<file path="config.mk">
export PLATFORM = sky130hd
export DESIGN_NAME = codec_intf
export DESIGN_NICKNAME = d
export VERILOG_FILES = /design/src/rtl/codec_pkg.sv /design/src/rtl/codec_clk_gen.sv /design/src/rtl/codec_intf.sv
export SDC_FILE = /design/constraint.sdc
export NUM_CORES = 1
export LEC_CHECK = 0
export ABC_AREA = 1
export BUFFER_PORTS_ARGS = -buffer_cell sky130_fd_sc_hd__buf_2
export CAP_MARGIN = 20
export CORE_MARGIN = 1.5
export CORE_UTILIZATION = 51
export DETAILED_ROUTE_END_ITERATION = 12
export HOLD_SLACK_MARGIN = 0.08
export PLACE_DENSITY = 0.81
export SLEW_MARGIN = 20
export SYNTH_ARGS = -nofsm -noshare
export SYNTH_HDL_FRONTEND = slang
export SYNTH_SLANG_ARGS = --single-unit
export TNS_END_PERCENT = 100
</file>
<file path="constraint.sdc">
create_clock -name clk -period 1.7 [get_ports clk]
set_input_delay 0.34 -clock clk [delete_from_list [all_inputs] [get_ports clk]]
set_output_delay 0.34 -clock clk [all_outputs]
set_load 0.05 [all_outputs]
</file>
<file path="src/rtl/codec_pkg.sv">
// Shared constants and helpers for the CS4272 slave-mode codec interface.
// One frame is 1024 system clocks: right half first, then left half, 16 SCLK periods each.
package codec_pkg;

    localparam int CNT_W = 10;
    localparam int SMP_W = 16;

    localparam logic [CNT_W-1:0] CNT_READY   = 10'd511;
    localparam logic [CNT_W-1:0] CNT_LFT_END = 10'd1023;
    localparam logic [4:0]       SCLK_SAMPLE = 5'd17;
    localparam logic [4:0]       SCLK_DRIVE  = 5'd31;

    // Position of the current clk within one SCLK period
    function automatic logic [4:0] sclk_phase(input logic [CNT_W-1:0] cnt);
        return cnt[4:0];
    endfunction

    // Shift one serial bit into the LSB end of a sample word
    function automatic logic [SMP_W-1:0] shift_in(input logic [SMP_W-1:0] sh, input logic b);
        return {sh[SMP_W-2:0], b};
    endfunction

endpackage

</file>
<file path="src/rtl/codec_clk_gen.sv">
// Frame counter and derived codec clocks. MCLK, SCLK and LRCLK are flops loaded
// from the next counter value so that each always equals its counter bit.
module codec_clk_gen
    import codec_pkg::*;
(
    input  logic             clk,
    input  logic             rst_n,
    output logic [CNT_W-1:0] cnt,
    output logic             MCLK,
    output logic             SCLK,
    output logic             LRCLK
);

    logic [CNT_W-1:0] cnt_nxt;

    assign cnt_nxt = cnt + 10'd1;

    // Free-running frame counter with registered clock taps
    always_ff @(posedge clk or negedge rst_n) begin
        if (!rst_n) begin
            cnt   <= '0;
            MCLK  <= 1'b0;
            SCLK  <= 1'b0;
            LRCLK <= 1'b0;
        end else begin
            cnt   <= cnt_nxt;
            MCLK  <= cnt_nxt[1];
            SCLK  <= cnt_nxt[4];
            LRCLK <= cnt_nxt[9];
        end
    end

endmodule

</file>
<file path="src/rtl/codec_intf.sv">
// FPGA-side master for a CS4272 in slave, left-justified, 16-bit mode.
// Serializes the playback pair onto SDin and collects SDout into the record pair.
module codec_intf
    import codec_pkg::*;
(
    input  logic             clk,
    input  logic             rst_n,
    output logic             MCLK,
    output logic             SCLK,
    output logic             LRCLK,
    output logic             SDin,
    input  logic             SDout,
    input  logic [SMP_W-1:0] lft_out,
    input  logic [SMP_W-1:0] rht_out,
    output logic             ready,
    output logic [SMP_W-1:0] lft_in,
    output logic [SMP_W-1:0] rht_in,
    output logic             valid
);

    logic [CNT_W-1:0] cnt;
    logic [SMP_W-1:0] tx_sh;
    logic [SMP_W-1:0] rht_hold;
    logic [SMP_W-1:0] rx_sh;
    logic [SMP_W-1:0] lft_stage;
    logic             sdo_q;
    logic             primed;
    logic             ready_cyc;
    logic             lft_end;

    codec_clk_gen u_clk_gen (
        .clk   (clk),
        .rst_n (rst_n),
        .cnt   (cnt),
        .MCLK  (MCLK),
        .SCLK  (SCLK),
        .LRCLK (LRCLK)
    );

    assign ready_cyc = (cnt == CNT_READY);
    assign lft_end   = (cnt == CNT_LFT_END);
    assign SDin      = tx_sh[SMP_W-1];

    // Handshake strobes, registered one cycle ahead so they line up with the decode cycle
    always_ff @(posedge clk or negedge rst_n) begin
        if (!rst_n) begin
            ready <= 1'b0;
            valid <= 1'b0;
        end else begin
            ready <= (cnt == CNT_READY - 10'd1);
            valid <= ready_cyc && primed;
        end
    end

    // Playback: capture the pair at the end of ready, then shift MSB first on SCLK falls
    always_ff @(posedge clk or negedge rst_n) begin
        if (!rst_n) begin
            tx_sh    <= '0;
            rht_hold <= '0;
        end else if (ready_cyc) begin
            tx_sh    <= lft_out;
            rht_hold <= rht_out;
        end else if (lft_end) begin
            tx_sh    <= rht_hold;
        end else if (sclk_phase(cnt) == SCLK_DRIVE) begin
            tx_sh    <= {tx_sh[SMP_W-2:0], 1'b0};
        end
    end

    // Record: sample SDout just after each SCLK rise and hand off whole words per half
    always_ff @(posedge clk or negedge rst_n) begin
        if (!rst_n) begin
            sdo_q     <= 1'b0;
            rx_sh     <= '0;
            lft_stage <= '0;
            primed    <= 1'b0;
            lft_in    <= '0;
            rht_in    <= '0;
        end else begin
            sdo_q <= SDout;
            if (sclk_phase(cnt) == SCLK_SAMPLE) begin
                rx_sh <= shift_in(rx_sh, sdo_q);
            end
            if (lft_end) begin
                lft_stage <= rx_sh;
                primed    <= 1'b1;
            end
            if (ready_cyc) begin
                lft_in <= lft_stage;
                rht_in <= rx_sh;
            end
        end
    end

endmodule
</file>
======== After elaboration in Yosys (flattened, before gate mapping) ========
Cells that the tools add are included.
cells by class
  eq/ne operators ......................... 5
  reductions and logical operators ........ 2
  muxes and demuxes ....................... 3
  add/subtract/negate cells ............... 1
operators with widths
  cell                   count
  $mux 16                3
  $eq 10x9->1 const B    2
  $add 10x1->10 const B  1
  $eq 10x10->1 const B   1
  $eq 5x5->1 const B     2
  $reduce_bool 3->1      1
  $logic_and 1x1->1      1
storage, ports and cells
  input bits .............................. 35
  flip-flop bits (word level) ............. 113

======== Logic depth before layout (Yosys ltp) ========
Gate-level depths: netlist of run 1.
  depth in word-level cells ............... 4
  depth in mapped cells ................... 13
  depth with buffers taken out ............ 10

======== Hierarchy ========
From an unflattened synthesis of run 1, not the netlist that was laid out.
second synthesis, totals
  cell total of the unflattened synthesis .. 468
  area total of the unflattened synthesis .. 4594.4 µm²
modules (own cells, without submodules)
  module         cells each  area an instance (µm²)  times used
  codec_intf     413         4105.2                  1
  codec_clk_gen  55          489.2                   1

======== Worst setup path before layout of run 1 ========
Ideal clock, no wire load.
  kind .................................... register -> register
  from .................................... register u_clk_gen.cnt[1]
  to ...................................... register tx_sh[10]
  data required time ...................... 1.584 ns
  path slack .............................. -0.413 ns
  cell stages (with the launch flop) ...... 13
  data arrival time ....................... 1.996 ns
  setup time .............................. 0.116 ns
  clock period less this slack ............ 2.113 ns
  cells stage by stage .................... dfrtp_1 -> ha_1 -> inv_1 -> nor2_2 -> buf_6 -> buf_4 -> ha_1 -> inv_1 -> nand2_4 -> inv_2 -> buf_6 -> nand2_1 -> nand2_1
on the way
  longest elaborated chain between the ends .. 3
RTL lines
  item                      RTL line             text
  start: declaration        codec_clk_gen.sv:8   output logic [CNT_W-1:0] cnt,
  start signal: assignment  codec_clk_gen.sv:26  cnt <= cnt_nxt;
  $eq 10x10->1              codec_intf.sv:41     assign lft_end = (cnt == CNT_LFT_END);
  $mux 16                   codec_intf.sv:63     end else if (lft_end) begin
  $mux 16                   codec_intf.sv:60     end else if (ready_cyc) begin
  end signal: assignment    codec_intf.sv:61     tx_sh <= lft_out;
  end signal: assignment    codec_intf.sv:64     tx_sh <= rht_hold;
  end signal: assignment    codec_intf.sv:66     tx_sh <= {tx_sh[SMP_W-2:0], 1'b0};
  end: declaration          codec_intf.sv:22     logic [SMP_W-1:0] tx_sh;
Parallel ways exist; a longest one is shown, timed or not.
A chain may end at the register's enable or synchronous reset.

======== Final worst setup path of run 1 ========
  from .................................... register u_clk_gen.cnt[4]
  to ...................................... register tx_sh[11]
Same word-level chain as after synthesis.

==> results of run 1 <==
[routing by layer]
layer,vias up,track usage [%],share of wire (%)
met1,1788,28.6,46
li1,1882,-,-
met4,0,4.77,1.4
met5,-,0,0
met2,91,34.0,48
met3,15,5.62,4.9
[synthesized netlist by cell type]
cell type    n  area, um2
buf_2        5       25.0
inv_2        2       7.51
ha_1         4       50.1
inv_1       87        327
nor2_4       1       11.3
o21ai_0     33        165
nand2_4      1       11.3
buf_6        9        101
nor2_2       1       6.26
nand3_1     19       95.1
xor2_1       4       35.0
nand4_1     34        213
nand3_4      3       52.6
o21ai_1     48        240
dfrtp_1    110       2750
nand2_1    163        612
buf_4        9       67.6
clkbuf_1     9       33.8
a21oi_1      1       5.00
nor3_1       3       15.0
nor2_1       4       15.0
xnor2_1      2       17.5
[final cells by class]
type	count	area, um2	share of cell area (%)
flip-flops and latches	110	2760	48.7
multi-input cells	322	1600	28.2
repair buffers	90	591	10.4
inverters	89	337	5.94
clock inverters	7	96.3	1.70
clock buffers	9	124	2.19
well taps	129	161	2.85
[stage by stage]
stage                     setup TNS [ns]  setup slack [ns]  cells  hold WS, ns  instance area [um2]
final                                  0             0.114    756        0.188                 5660
after global routing            -0.00948          -0.00812    756        0.171                 5660
after detailed placement               0            0.0605    736        0.260                 5390
after global placement                 0             0.123    736        0.256                 5390
after floorplan                   -0.827           -0.0868    552       0.0444                 4890
after CTS                              0            0.0238    754        0.177                 5630
[critical path: cells and delay by family, from the launching register on]
family	cells	cell delay (ns)
flops	1	0.48
buf+inv	2	0.37
simple gates	7	0.63
[flip-flops by register name, indices dropped and copies added, names as in the netlist]
signal           count
sdo_q                1
rx_sh               16
primed               1
tx_sh               16
lft_stage           16
u_clk_gen.cnt        9
u_clk_gen.LRCLK      1
lft_in              16
rht_hold            16
rht_in              16
ready                1
valid                1
[what timing repair did]
item	CTS	global route
setup endpoints to repair	0	22
hold buffers	2	0
gates resized for setup	0	3
hold endpoints to repair	17	0
setup buffers	0	1
[cell families (layout without fill, tap and decap cells)]
logic type / after synthesis / count (layout) / synth area share (%)
AOI/OAI and AO/OA: 82 / 82 / 8.45
xor gates and xnor gates: 6 / 6 / 1.08
adders and majority gates: 4 / 4 / 1.03
buffers and inverters: 121 / 195 / 11.6
DFF: 110 / 110 / 56.7
and+or+nand+nor: 229 / 230 / 21.2
[final timing paths]
path,from,to,slack (ns)
setup / recovery,u_clk_gen.cnt[4],tx_sh[11],0.11
hold / removal,rht_out[6],rht_hold[6],0.19
setup reg to reg,u_clk_gen.cnt[4],tx_sh[11],0.11
hold reg to reg,primed,primed,0.48
max in group asynchronous,rst_n,tx_sh[15],0.76
min in group asynchronous,rst_n,tx_sh[7],0.39
[power groups by stage]
stage	Sequential, uW	Clock [uW]	Combinational, uW
2_1_floorplan	2670	0	15.6
3_3_place_gp	2670	0	128
3_5_place_dp	2670	0	130
4_1_cts	2620	1700	134
5_1_grt	2620	1790	148
6_report	2620	1660	129
==> impl_metrics.env, run 1 <==
export IMPL_cts_buffers=9
export IMPL_crit_required_ns=1.97
export IMPL_dp_hpwl_mm=6.70
export IMPL_antennaDiodeCount=0
export IMPL_drive_gt1_share_pct=19.3
export IMPL_crit_fanout=15
export IMPL_grt_max_degree=97
export IMPL_finClkSkew_ns=0.0181
export IMPL_relSlewSlack_pct=75.2
export IMPL_p_per_area_nw_per_um2=778
export IMPL_ant_nets=0
export IMPL_p_sw_share_pct=25.3
export IMPL_avgSynthCellArea_um2=8.80
export IMPL_crit_type="register to register"
export IMPL_core_region_area_um2=9240
export IMPL_drt_iter0_drc=242
export IMPL_synthesis_instances=552
export IMPL_synth_area_um2=4860
export IMPL_p_leak_uw=0.00289
export IMPL_path_cells="nand2_1, nor2_2, buf_4, nand3_1, buf_4, nand2_1, nand3_1, nand2_1, nand2_1"
export IMPL_grt_pass1_vias=3498
export IMPL_whs_path_depth=3
export IMPL_drc=0
export IMPL_io_pins=73
export IMPL_htreeDepth=3
export IMPL_cp_end_kind="register"
export IMPL_clock_latency_ns=0.38
export IMPL_rows=35
export IMPL_comb_power_share_pct=2.9
export IMPL_initial_utilization_pct=52.6
export IMPL_gp_congestion=0.854
export IMPL_ys_seq_area_share_pct=56.7
export IMPL_finalPower_uw=4400
export IMPL_yosys_warnings=0
export IMPL_fillers=751
export IMPL_final_common_cell="nand2_1"
export IMPL_worstPathArrival_ns=1.86
export IMPL_worst_slew_pin_slew_ns=0.372
export IMPL_status="finished, final reports clean"
export IMPL_r2r_worst_path_cells=9
export IMPL_drt_vias_per_instance=4.99
export IMPL_fp_dieH_um=101
export IMPL_finalHoldViolCount=0
export IMPL_slew_viol_final=0
export IMPL_via_count=3776
export IMPL_final_util_pct=61.3
export IMPL_grt_first_pass_wirelength_mm=16.7
export IMPL_io_buffer_count=72
export IMPL_max_cap_viol_count=0
export IMPL_syn2layout_area_growth_pct=16.6
export IMPL_p_switching_uw=1110
export IMPL_p_int_uw=3290
export IMPL_grt_overflow=0
export IMPL_final_setup_viol_count=0
export IMPL_wire_per_inst_um=13.2
export IMPL_grtUsageTotal_pct=21.0
export IMPL_clk_pin_slew_worst_paths_ns=0.12
export IMPL_most_common_layout_cells="nand2_1 (163), dfrtp_1 (107), inv_1 (85), buf_2 (71), o21ai_1 (48)"
export IMPL_die_x_um=101
export IMPL_detail_route_first_pass_iterations=5
export IMPL_wl_mm=9.97
export IMPL_clock_path_buffers=2
export IMPL_peakVddDrop_v=0.000630
export IMPL_cts_tree="done"
export IMPL_seqPwrFrac_pct=59.5
export IMPL_fin_nets=661
export IMPL_mappedNetlistNets=591
export IMPL_post_route_period_util_pct=93.3
export IMPL_worst_path_max_delay_cell="dfrtp_2"
export IMPL_max_stage_delay_ns=0.48
export IMPL_cp_start_kind="register"
export IMPL_ys_types=22
export IMPL_power_share_clock_pct=37.6
export IMPL_fmax_ghz=0.630
export IMPL_ys_ff_latch=110
export IMPL_die_area_um2=10100
export IMPL_fin_crit_ns=1.59
export IMPL_crit_top_cell="nand2_1"
export IMPL_clkSinkCount=110
export IMPL_grt_antenna_before_repair=0
export IMPL_cts_root_buffer="clkbuf_8"
export IMPL_hp_class="input port to register"
(Power assumes the default switching activity.)
==> run 2: changes to the inputs <==
--- a/config.mk
+++ b/config.mk
@@ -6,7 +6,7 @@
 export NUM_CORES = 1
 export LEC_CHECK = 0
 export ABC_AREA = 1
-export BUFFER_PORTS_ARGS = -buffer_cell sky130_fd_sc_hd__buf_2
+export BUFFER_PORTS_ARGS = -buffer_cell sky130_fd_sc_hd__buf_4
 export CAP_MARGIN = 20
 export CORE_MARGIN = 1.5
 export CORE_UTILIZATION = 51
==> run 2 against run 1 <==
Against the previous run:
- hold slack lost 0.0020 ns
- clock skew grew 0.0034 ns
- global-route usage fell by 0.27 points
- sequential cell count unchanged
- routed wire length up 5.8%
- critical path type unchanged
==> impl_metrics.env, run 2 (synthesized netlist as in run 1, its figures left out) <==
export IMPL_dpl_worst_slack_ns=0.0558
export IMPL_cp_buffers_inverters=3
export IMPL_dp_hpwl_mm=6.72
export IMPL_crit_family="simple AND/OR/NAND/NOR gates"
export IMPL_status="finished, final reports clean"
export IMPL_p_sw_share_pct=25.1
export IMPL_p_int_uw=3280
export IMPL_final_setup_viol_count=0
export IMPL_clock_latency_ns=0.39
export IMPL_wire_per_inst_um=13.9
export IMPL_path_cells="ha_4, inv_2, nor2_4, buf_12, nand3_2, buf_6, nand2_1, nand3_1, nand2_1, nand2_1"
export IMPL_grtUsageTotal_pct=20.7
export IMPL_slew_viol_final=0
export IMPL_finalHoldViolCount=0
export IMPL_worst_path_max_delay_cell="dfrtp_1"
export IMPL_syn2layout_area_growth_pct=21.6
export IMPL_hp_class="input port to register"
export IMPL_fin_nets=665
export IMPL_max_cap_viol_count=0
export IMPL_ant_nets=0
export IMPL_cts_tree="done"
export IMPL_gp_congestion=0.814
export IMPL_crit_type="register to register"
export IMPL_drt_vias_per_instance=5.08
export IMPL_peakVddDrop_v=0.000671
export IMPL_clk_pin_slew_worst_paths_ns=0.12
export IMPL_relSlewSlack_pct=74.1
export IMPL_cts_buffers=9
export IMPL_grt_overflow=0
export IMPL_most_common_layout_cells="nand2_1 (163), dfrtp_1 (108), inv_1 (85), buf_4 (82), o21ai_1 (48)"
export IMPL_crit_required_ns=1.98
export IMPL_clkSinkCount=110
export IMPL_p_switching_uw=1100
export IMPL_finClkSkew_ns=0.0215
export IMPL_post_route_period_util_pct=97.2
export IMPL_cp_end_kind="register"
export IMPL_final_common_cell="nand2_1"
export IMPL_max_stage_delay_ns=0.45
export IMPL_core_region_area_um2=9240
export IMPL_drt_iter0_drc=268
export IMPL_cts_root_buffer="clkbuf_8"
export IMPL_die_x_um=101
export IMPL_htreeDepth=3
export IMPL_io_buffer_count=72
export IMPL_drc=0
export IMPL_wl_mm=10.5
export IMPL_seqPwrFrac_pct=59.9
export IMPL_fmax_ghz=0.605
export IMPL_detail_route_first_pass_iterations=4
export IMPL_finalWorstSetupSlack_ns=0.0480
export IMPL_fin_crit_ns=1.65
export IMPL_grt_antenna_before_repair=0
export IMPL_crit_fanout=8
export IMPL_p_leak_uw=0.00295
export IMPL_multi_input_area_um2=1610
export IMPL_grt_pass1_vias=3695
export IMPL_comb_power_share_pct=3.3
export IMPL_worstPathArrival_ns=1.93
export IMPL_clock_path_buffers=2
export IMPL_cp_start_kind="register"
export IMPL_power_share_clock_pct=36.8
export IMPL_via_count=3862
export IMPL_io_pins=73
export IMPL_die_area_um2=10100
export IMPL_seqCellArea_um2=2760
export IMPL_worst_slew_pin_slew_ns=0.388
export IMPL_rows=35
export IMPL_fp_dieH_um=101
export IMPL_rsz0062_at_grt="true"
export IMPL_whs_path_depth=3
export IMPL_worst_path_stages=10
export IMPL_antennaDiodeCount=0
export IMPL_fillers=738
export IMPL_grt_max_degree=97
export IMPL_crit_top_cell="nand2_1"
export IMPL_drive_gt1_share_pct=19.8
export IMPL_r2r_worst_path_cells=10
export IMPL_hold_slack_ns=0.186
export IMPL_p_per_area_nw_per_um2=740
export IMPL_grt_first_pass_wirelength_mm=16.7
export IMPL_initial_utilization_pct=52.6
[run 2: changes by cell type in the layout (fill, tap and decap cells not counted), sizes merged]
cell,change
inv,-2
clkinv,+1
buf,+2
clkbuf,+2
clkinvlp,+1
[run 2: final cells by class]
class,count,area share (%)
flip-flops and latches,110,46.6
inverters,89,5.74
clock buffers,9,2.10
multi-input cells,322,27.2
well taps,129,2.73
clock inverters,7,1.44
repair buffers,94,14.1
[run 2: path summary, 6_finish.rpt]
path	slack, ns	end	from
worst min register to register	0.49	u_clk_gen.cnt[7]	u_clk_gen.cnt[7]
worst max register to register	0.05	tx_sh[5]	u_clk_gen.cnt[0]
min in group asynchronous	0.42	tx_sh[15]	rst_n
worst max-delay path	0.05	tx_sh[5]	u_clk_gen.cnt[0]
max in group asynchronous	0.71	u_clk_gen.cnt[4]	rst_n
worst min-delay path	0.19	rht_hold[0]	rht_out[0]
[run 2: through the flow]
step	setup TNS (ns)	total power, uW	instances	util (%)	instance area (um2)
floorplan	-0.827	2690	552	-	4890
global placement	0	2810	736	60.1	5550
detailed placement	0	2810	736	60.1	5550
CTS	0	4400	754	62.6	5780
global route	-0.117	4500	760	63.9	5910
finish	0	4370	760	63.9	5910
[run 2: per-layer routing]
| layer | vias to the layer above | routed length, um | track usage, % |
|---|---|---|---|
| li1 | 1879 | - | - |
| met1 | 1849 | 4630 | 27.7 |
| met2 | 112 | 5060 | 33.5 |
| met3 | 22 | 648 | 5.13 |
| met4 | 0 | 208 | 6.50 |
| met5 | - | 0 | 0 |
[run 2: what timing repair did]
| action | 4_1_cts | 5_1_grt |
|---|---|---|
| resized for setup | 0 | 10 |
| setup endpoints to repair | 0 | 45 |
| setup buffers | 0 | 2 |
| hold buffers | 2 | 0 |
| hold endpoints to repair | 25 | 0 |
[run 2: worst register-to-register path, cell delays in order, from the launching register on]
cell and delay [ns]:
dfrtp_1 0.45, ha_4 0.17, inv_2 0.05, nor2_4 0.13, buf_12 0.14, nand3_2 0.14
buf_6 0.18, nand2_1 0.10, nand3_1 0.09, nand2_1 0.07, nand2_1 0.04
[run 2: power groups by stage]
stage | registers (uW) | logic (uW) | clock network (uW)
2_1_floorplan | 2670 | 15.6 | 0
3_3_place_gp | 2670 | 143 | 0
3_5_place_dp | 2670 | 144 | 0
4_1_cts | 2620 | 149 | 1640
5_1_grt | 2620 | 164 | 1720
6_report | 2620 | 144 | 1610
